File: src/rtl/mips16_pkg.sv
// Shared definitions for the mips_16 program loader: state encoding and data widths.
package mips16_pkg;

  localparam int INSTR_W = 16;
  localparam int BYTE_W  = 8;

  typedef enum logic [2:0] {
    ST_LEN_HI  = 3'd0,
    ST_LEN_LO  = 3'd1,
    ST_DATA_HI = 3'd2,
    ST_DATA_LO = 3'd3,
    ST_CSUM    = 3'd4,
    ST_DONE    = 3'd5,
    ST_ERR     = 3'd6
  } loader_state_e;

endpackage

File: src/rtl/mips16_loader_csum.sv
// 8-bit modular byte accumulator; zero reports whether the sum including the
// byte currently offered on add_data wraps to 0x00. Built only with MIPS16_LOADER_CSUM_EN.
`ifdef MIPS16_LOADER_CSUM_EN
module mips16_loader_csum
  import mips16_pkg::*;
(
  input  logic              clk,
  input  logic              reset,
  input  logic              clear,
  input  logic              add_en,
  input  logic [BYTE_W-1:0] add_data,
  output logic              zero
);

  logic [BYTE_W-1:0] acc;
  logic [BYTE_W-1:0] acc_next;

  assign acc_next = acc + add_data;
  assign zero     = (acc_next == '0);

  always_ff @(posedge clk) begin
    if (reset || clear) begin
      acc <= '0;
    end else if (add_en) begin
      acc <= acc_next;
    end
  end

endmodule
`endif

File: src/rtl/mips16_prog_loader.sv
// Byte-stream program loader for the mips_16 instruction memory; holds the core
// in reset until an image is written. MIPS16_LOADER_CSUM_EN adds the trailing checksum byte.
module mips16_prog_loader
  import mips16_pkg::*;
#(
  parameter int ADDR_W = 8
) (
  input  logic               clk,
  input  logic               reset,
  input  logic               in_valid,
  input  logic [7:0]         in_data,
  output logic               in_ready,
  input  logic               reload,
  output logic               imem_we,
  output logic [ADDR_W-1:0]  imem_addr,
  output logic [15:0]        imem_wdata,
  output logic               core_reset,
  output logic               done,
  output logic               error
);

  localparam int IDX_W = ADDR_W + 1;
  localparam logic [16:0] MAX_WORDS = 17'(1) << ADDR_W;

  // Handshake: a byte transfers on a rising edge where in_valid && in_ready;
  // in_ready depends only on state, so the source may hold in_valid freely.
`ifdef MIPS16_LOADER_CSUM_EN
  localparam loader_state_e TAIL_STATE = ST_CSUM;
`else
  localparam loader_state_e TAIL_STATE = ST_DONE;
`endif

  loader_state_e     state, state_next;
  logic [BYTE_W-1:0] len_hi_q;
  logic [BYTE_W-1:0] hi_q;
  logic [IDX_W-1:0]  len_q;
  logic [IDX_W-1:0]  idx_q;
  logic [IDX_W-1:0]  idx_inc;
  logic [16:0]       len_full;
  logic              hs;
  logic              restart;
  logic              csum_ok;

  assign hs       = in_valid && in_ready;
  assign restart  = reload && ((state == ST_DONE) || (state == ST_ERR));
  assign len_full = {1'b0, len_hi_q, in_data};
  assign idx_inc  = idx_q + 1'b1;

`ifdef MIPS16_LOADER_CSUM_EN
  mips16_loader_csum u_csum (
    .clk      (clk),
    .reset    (reset),
    .clear    (restart),
    .add_en   (hs),
    .add_data (in_data),
    .zero     (csum_ok)
  );
`else
  assign csum_ok = 1'b0;
`endif

  always_comb begin
    state_next = state;
    in_ready   = 1'b0;
    core_reset = 1'b1;
    done       = 1'b0;
    error      = 1'b0;
    case (state)
      ST_LEN_HI: begin
        in_ready = 1'b1;
        if (hs) state_next = ST_LEN_LO;
      end
      ST_LEN_LO: begin
        in_ready = 1'b1;
        if (hs) begin
          if (len_full > MAX_WORDS) state_next = ST_ERR;
          else if (len_full == '0)  state_next = TAIL_STATE;
          else                      state_next = ST_DATA_HI;
        end
      end
      ST_DATA_HI: begin
        in_ready = 1'b1;
        if (hs) state_next = ST_DATA_LO;
      end
      ST_DATA_LO: begin
        in_ready = 1'b1;
        if (hs) state_next = (idx_inc < len_q) ? ST_DATA_HI : TAIL_STATE;
      end
      ST_CSUM: begin
        in_ready = 1'b1;
        if (hs) state_next = csum_ok ? ST_DONE : ST_ERR;
      end
      ST_DONE: begin
        core_reset = 1'b0;
        done       = 1'b1;
        if (reload) state_next = ST_LEN_HI;
      end
      ST_ERR: begin
        error = 1'b1;
        if (reload) state_next = ST_LEN_HI;
      end
      default: state_next = ST_LEN_HI;
    endcase
  end

  always_ff @(posedge clk) begin
    if (reset) begin
      state      <= ST_LEN_HI;
      len_hi_q   <= '0;
      hi_q       <= '0;
      len_q      <= '0;
      idx_q      <= '0;
      imem_we    <= 1'b0;
      imem_addr  <= '0;
      imem_wdata <= '0;
    end else begin
      state   <= state_next;
      imem_we <= 1'b0;
      if (hs) begin
        case (state)
          ST_LEN_HI:  len_hi_q <= in_data;
          ST_LEN_LO: begin
            len_q <= len_full[IDX_W-1:0];
            idx_q <= '0;
          end
          ST_DATA_HI: hi_q <= in_data;
          ST_DATA_LO: begin
            imem_we    <= 1'b1;
            imem_addr  <= idx_q[ADDR_W-1:0];
            imem_wdata <= {hi_q, in_data};
            idx_q      <= idx_inc;
          end
          default: ;
        endcase
      end
      if (restart) idx_q <= '0;
    end
  end

endmodule
File: config.mk
export PLATFORM = sky130hd
export DESIGN_NAME = mips16_prog_loader
export DESIGN_NICKNAME = d
export VERILOG_FILES = /design/src/rtl/mips16_pkg.sv /design/src/rtl/mips16_loader_csum.sv /design/src/rtl/mips16_prog_loader.sv
export SDC_FILE = /design/constraint.sdc
export NUM_CORES = 1
export LEC_CHECK = 0
export ABC_AREA = 1
export ABC_CLOCK_PERIOD_IN_PS = 4200
export CAP_MARGIN = 10
export CORE_AREA = 2 2 56 110
export DETAILED_ROUTE_END_ITERATION = 10
export DIE_AREA = 0 0 58 112
export PLACE_DENSITY = 0.72
export SYNTH_ARGS = -nofsm -noshare
export SYNTH_HDL_FRONTEND = slang
export SYNTH_SLANG_ARGS = --single-unit
File: constraint.sdc
create_clock -name clk -period 4.2 [get_ports clk]
set_clock_uncertainty 0.05 [all_clocks]
set_input_delay 0.63 -clock clk [delete_from_list [all_inputs] [get_ports clk]]
set_output_delay 0.63 -clock clk [all_outputs]
set_load 0.05 [all_outputs]
==> results.py <==
metrics = {
    "power": {
        "p_seq_share_pct": 43.0,
        "switching_share_pct": 24.1,
        "p_switching_mw": 0.350,
        "peakVddDrop_uv": 414,
        "clockPowerShare_pct": 47.8,
        "internal-power_mw": 1.10,
        "p_comb_share_pct": 9.2,
        "p_leak_nw": 1.41,
        "p_per_area_mw_per_mm2": 428,
    },
    "route": {
        "drt_iter0_drc": 92,
        "wl_per_cell_um": 14.1,
        "dr.pass1.iters": 5,
        "ant_nets": 0,
        "drc": 0,
        "vias": 2568,
        "drt_wl_total_mm": 6.76,
        "vias_per_cell": 5.36,
    },
    "floorplanning": {
        "rows": 39,
        "core_mm2": 0.00566,
        "start_util_pct": 48.1,
        "die_h_um": 112,
        "io-pin-count": 41,
        "die-area_mm2": 0.00650,
        "die_x_um": 58,
    },
    "final_layout": {
        "layout_common_cells": "nand2_1, dfxtp_1, a21oi_1",
        "fin_nets": 436,
        "postLayoutCellArea_mm2": 0.00340,
        "final_common_cell": "nand2_1",
        "antenna_cells_inserted": 0,
        "multiInputGateArea_mm2": 0.00124,
        "regArea_mm2": 0.00124,
        "nFillCells": 545,
        "syn_to_final_growth_pct": 24.9,
        "drive_gt1_share_pct": 4.78,
    },
    "timing": {
        "setup_viol": 0,
        "setup_tns_ns": 0,
        "fin_crit_ns": 2.73,
        "fmax_ghz": 0.367,
        "tightest_slew_ns": 1.07,
        "slew_headroom_pct": 28.1,
        "fin_hold_ws_ns": 0.411,
        "final-max-slew-violation-count": 0,
        "hold_violations": 0,
        "period_share_pct": 64.9,
        "rsz0062_at_grt": "false",
    },
    "clock_network": {
        "numCtsBuffers": 9,
        "clk_pin_slew_ns": 0.05,
        "clk_latency_ns": 0.33,
        "cts_max_path_buffers": 2,
        "root_buffer": "clkbuf_16",
        "post_cts_buffers": 0,
        "cts_tree": "built",
        "cts_htree_levels": 3,
        "cts_hold_buffers": 0,
        "post_cts_resized": 0,
        "cts.sinks": 62,
    },
    "synthesis": {
        "synth_ff_type": "dfxtp_1",
        "yosysUniqueCellTypes": 23,
        "netlist_area_mm2": 0.00272,
        "ys_seq_elements": 62,
        "synth.avg_cell_area_um2": 7.21,
        "syn_nets": 399,
        "synth_cells": 378,
        "synth_warnings": 0,
        "async_reset_ff_share_pct": 0,
        "yosysSeqAreaShare_pct": 45.6,
        "synth_edf_count": 0,
    },
    "setup_path": {
        "critical_path_depth": 3,
        "crit_end": "done",
        "end_kind": "primary output",
        "r2r-start": "idx_q[0]",
        "worst-setup-path-type": "reg -> out",
        "ff2ff_setup_slack_ns": 1.69,
        "arrival_ns": 2.05,
        "crit_path_start": "state[2]",
        "worst-path-buf-inv": 2,
        "path_max_fanout": 8,
        "rr_endpoint": "state[0]",
        "crit_chain": "inv_1 > nor2_1 > clkdlybuf4s50_1",
        "reg2reg_depth": 16,
        "critical-path-max-stage-delay_ns": 0.84,
        "cpLargestDelayFamily": "buffers and inverters",
        "cp_slowest_cell": "clkdlybuf4s50_1",
        "setup.worst_path.start_class": "register",
        "cp.required_ns": 3.52,
    },
    "placement": {
        "port_buffers": 40,
        "gp_congestion": 0.901,
        "dpl.hpwl_mm": 4.80,
        "place_area_mm2": 0.00313,
    },
    "global_route": {
        "gr-total-overflow": 0,
        "antenna_found_initial": 0,
        "grt_pass1_vias": 2532,
        "grt_pass1_wl_mm": 11.3,
        "grtUsageTotal_pct": 23.2,
        "grt_max_degree": 40,
    },
    "flow_run": {
        "cap_viol_max_count": 0,
    },
    "outcome": {
        "outcome": "completed",
    },
    "worst_hold_path": {
        "hold_path.class": "reg -> reg",
    },
}
routing by layer:
metal  vias to the layer above  track usage [%]  part of all wire, %
li1                       1276                -                    -
met1                      1191             22.4                   37
met2                        75             40.8                   53
met3                        26             5.23                  3.5
met4                         0             17.5                  6.0
met5                         -                0                    0
area by class of cell:
cell class | instances | area share [%]
flip-flops and latches | 62 | 36.5
repair buffers | 41 | 12.0
well taps | 61 | 2.24
inverters | 43 | 4.74
multi-input cells | 258 | 36.4
clock inverters | 5 | 1.54
clock buffers | 9 | 6.62
worst register-to-register path, cell delays in order (launching register included):
cell and delay [ns]:
dfxtp_1 0.34, ha_1 0.24, nand3_1 0.13, inv_1 0.08
nand2_1 0.08, inv_1 0.05, or2_2 0.28, and2_1 0.15
ha_1 0.28, nand2_1 0.09, inv_1 0.04, a21oi_1 0.19
nand3_1 0.10, nand2_1 0.11, nand2_1 0.06, nand2_1 0.06
a21oi_1 0.06
cells by family (layout without fill, tap and decap cells):
| group | after synthesis | in the layout | synth area share, % |
|---|---|---|---|
| fa+ha+maj | 9 | 9 | 4.13 |
| buf+inv | 58 | 98 | 8.96 |
| simple gates | 153 | 153 | 22.6 |
| flops | 62 | 62 | 45.6 |
| xor+xnor | 6 | 6 | 1.93 |
| compound gates | 90 | 90 | 16.8 |
flip-flops by register name, summed over array words and instances, names as in the netlist:
| signal | cells |
|---|---|
| imem_addr | 8 |
| hi_q | 8 |
| state | 3 |
| imem_wdata | 16 |
| len_q | 9 |
| idx_q | 9 |
| len_hi_q | 8 |
| imem_we | 1 |
per-stage QoR:
stage | power (mW) | std cells | setup WS, ns | util, %
after CTS | 1.46 | 479 | 1.48 | 60.1
after global routing | 1.51 | 479 | 1.38 | 60.1
final | 1.46 | 479 | 1.47 | 60.1
after detailed placement | 0.769 | 465 | 1.52 | 55.2
after floorplan | 0.727 | 378 | 1.80 | -
after global placement | 0.766 | 465 | 1.58 | 55.2
cells in the mapped netlist, types with 2 or more instances:
cell type   n  share of area (%)
a21oi_1    55                 10
a22oi_1     2               0.55
buf_2       6                1.1
clkbuf_1    6               0.83
dfxtp_1    62                 46
ha_1        9                4.1
inv_1      41                5.7
inv_2       2               0.28
nand2_1    90                 12
nand3_1    10                1.8
nor2_1     43                5.9
nor3_1      5               0.92
o21ai_0    32                5.9
xor2_1      6                1.9
worst min path at each step:
stage | startpoint | end | slack [ns] | depth (start not counted)
6_report | len_q[5] | len_q[5] | 0.41 | 2
5_1_grt | imem_wdata[10] | imem_wdata[10] | 0.43 | 2
4_1_cts | hi_q[5] | imem_wdata[13] | 0.41 | 2
3_5_place_dp | hi_q[5] | imem_wdata[13] | 0.40 | 2
3_3_place_gp | hi_q[5] | imem_wdata[13] | 0.39 | 2
2_1_floorplan | len_q[1] | len_q[1] | 0.39 | 2
power groups by stage:
stage	sequential, mW	combinational [mW]	clock (mW)
5_1_grt	0.628	0.151	0.734
3_5_place_dp	0.637	0.132	0
2_1_floorplan	0.639	0.0880	0
3_3_place_gp	0.637	0.129	0
6_report	0.626	0.134	0.695
4_1_cts	0.626	0.133	0.704
No activity file was read; power rests on OpenSTA's default activity.
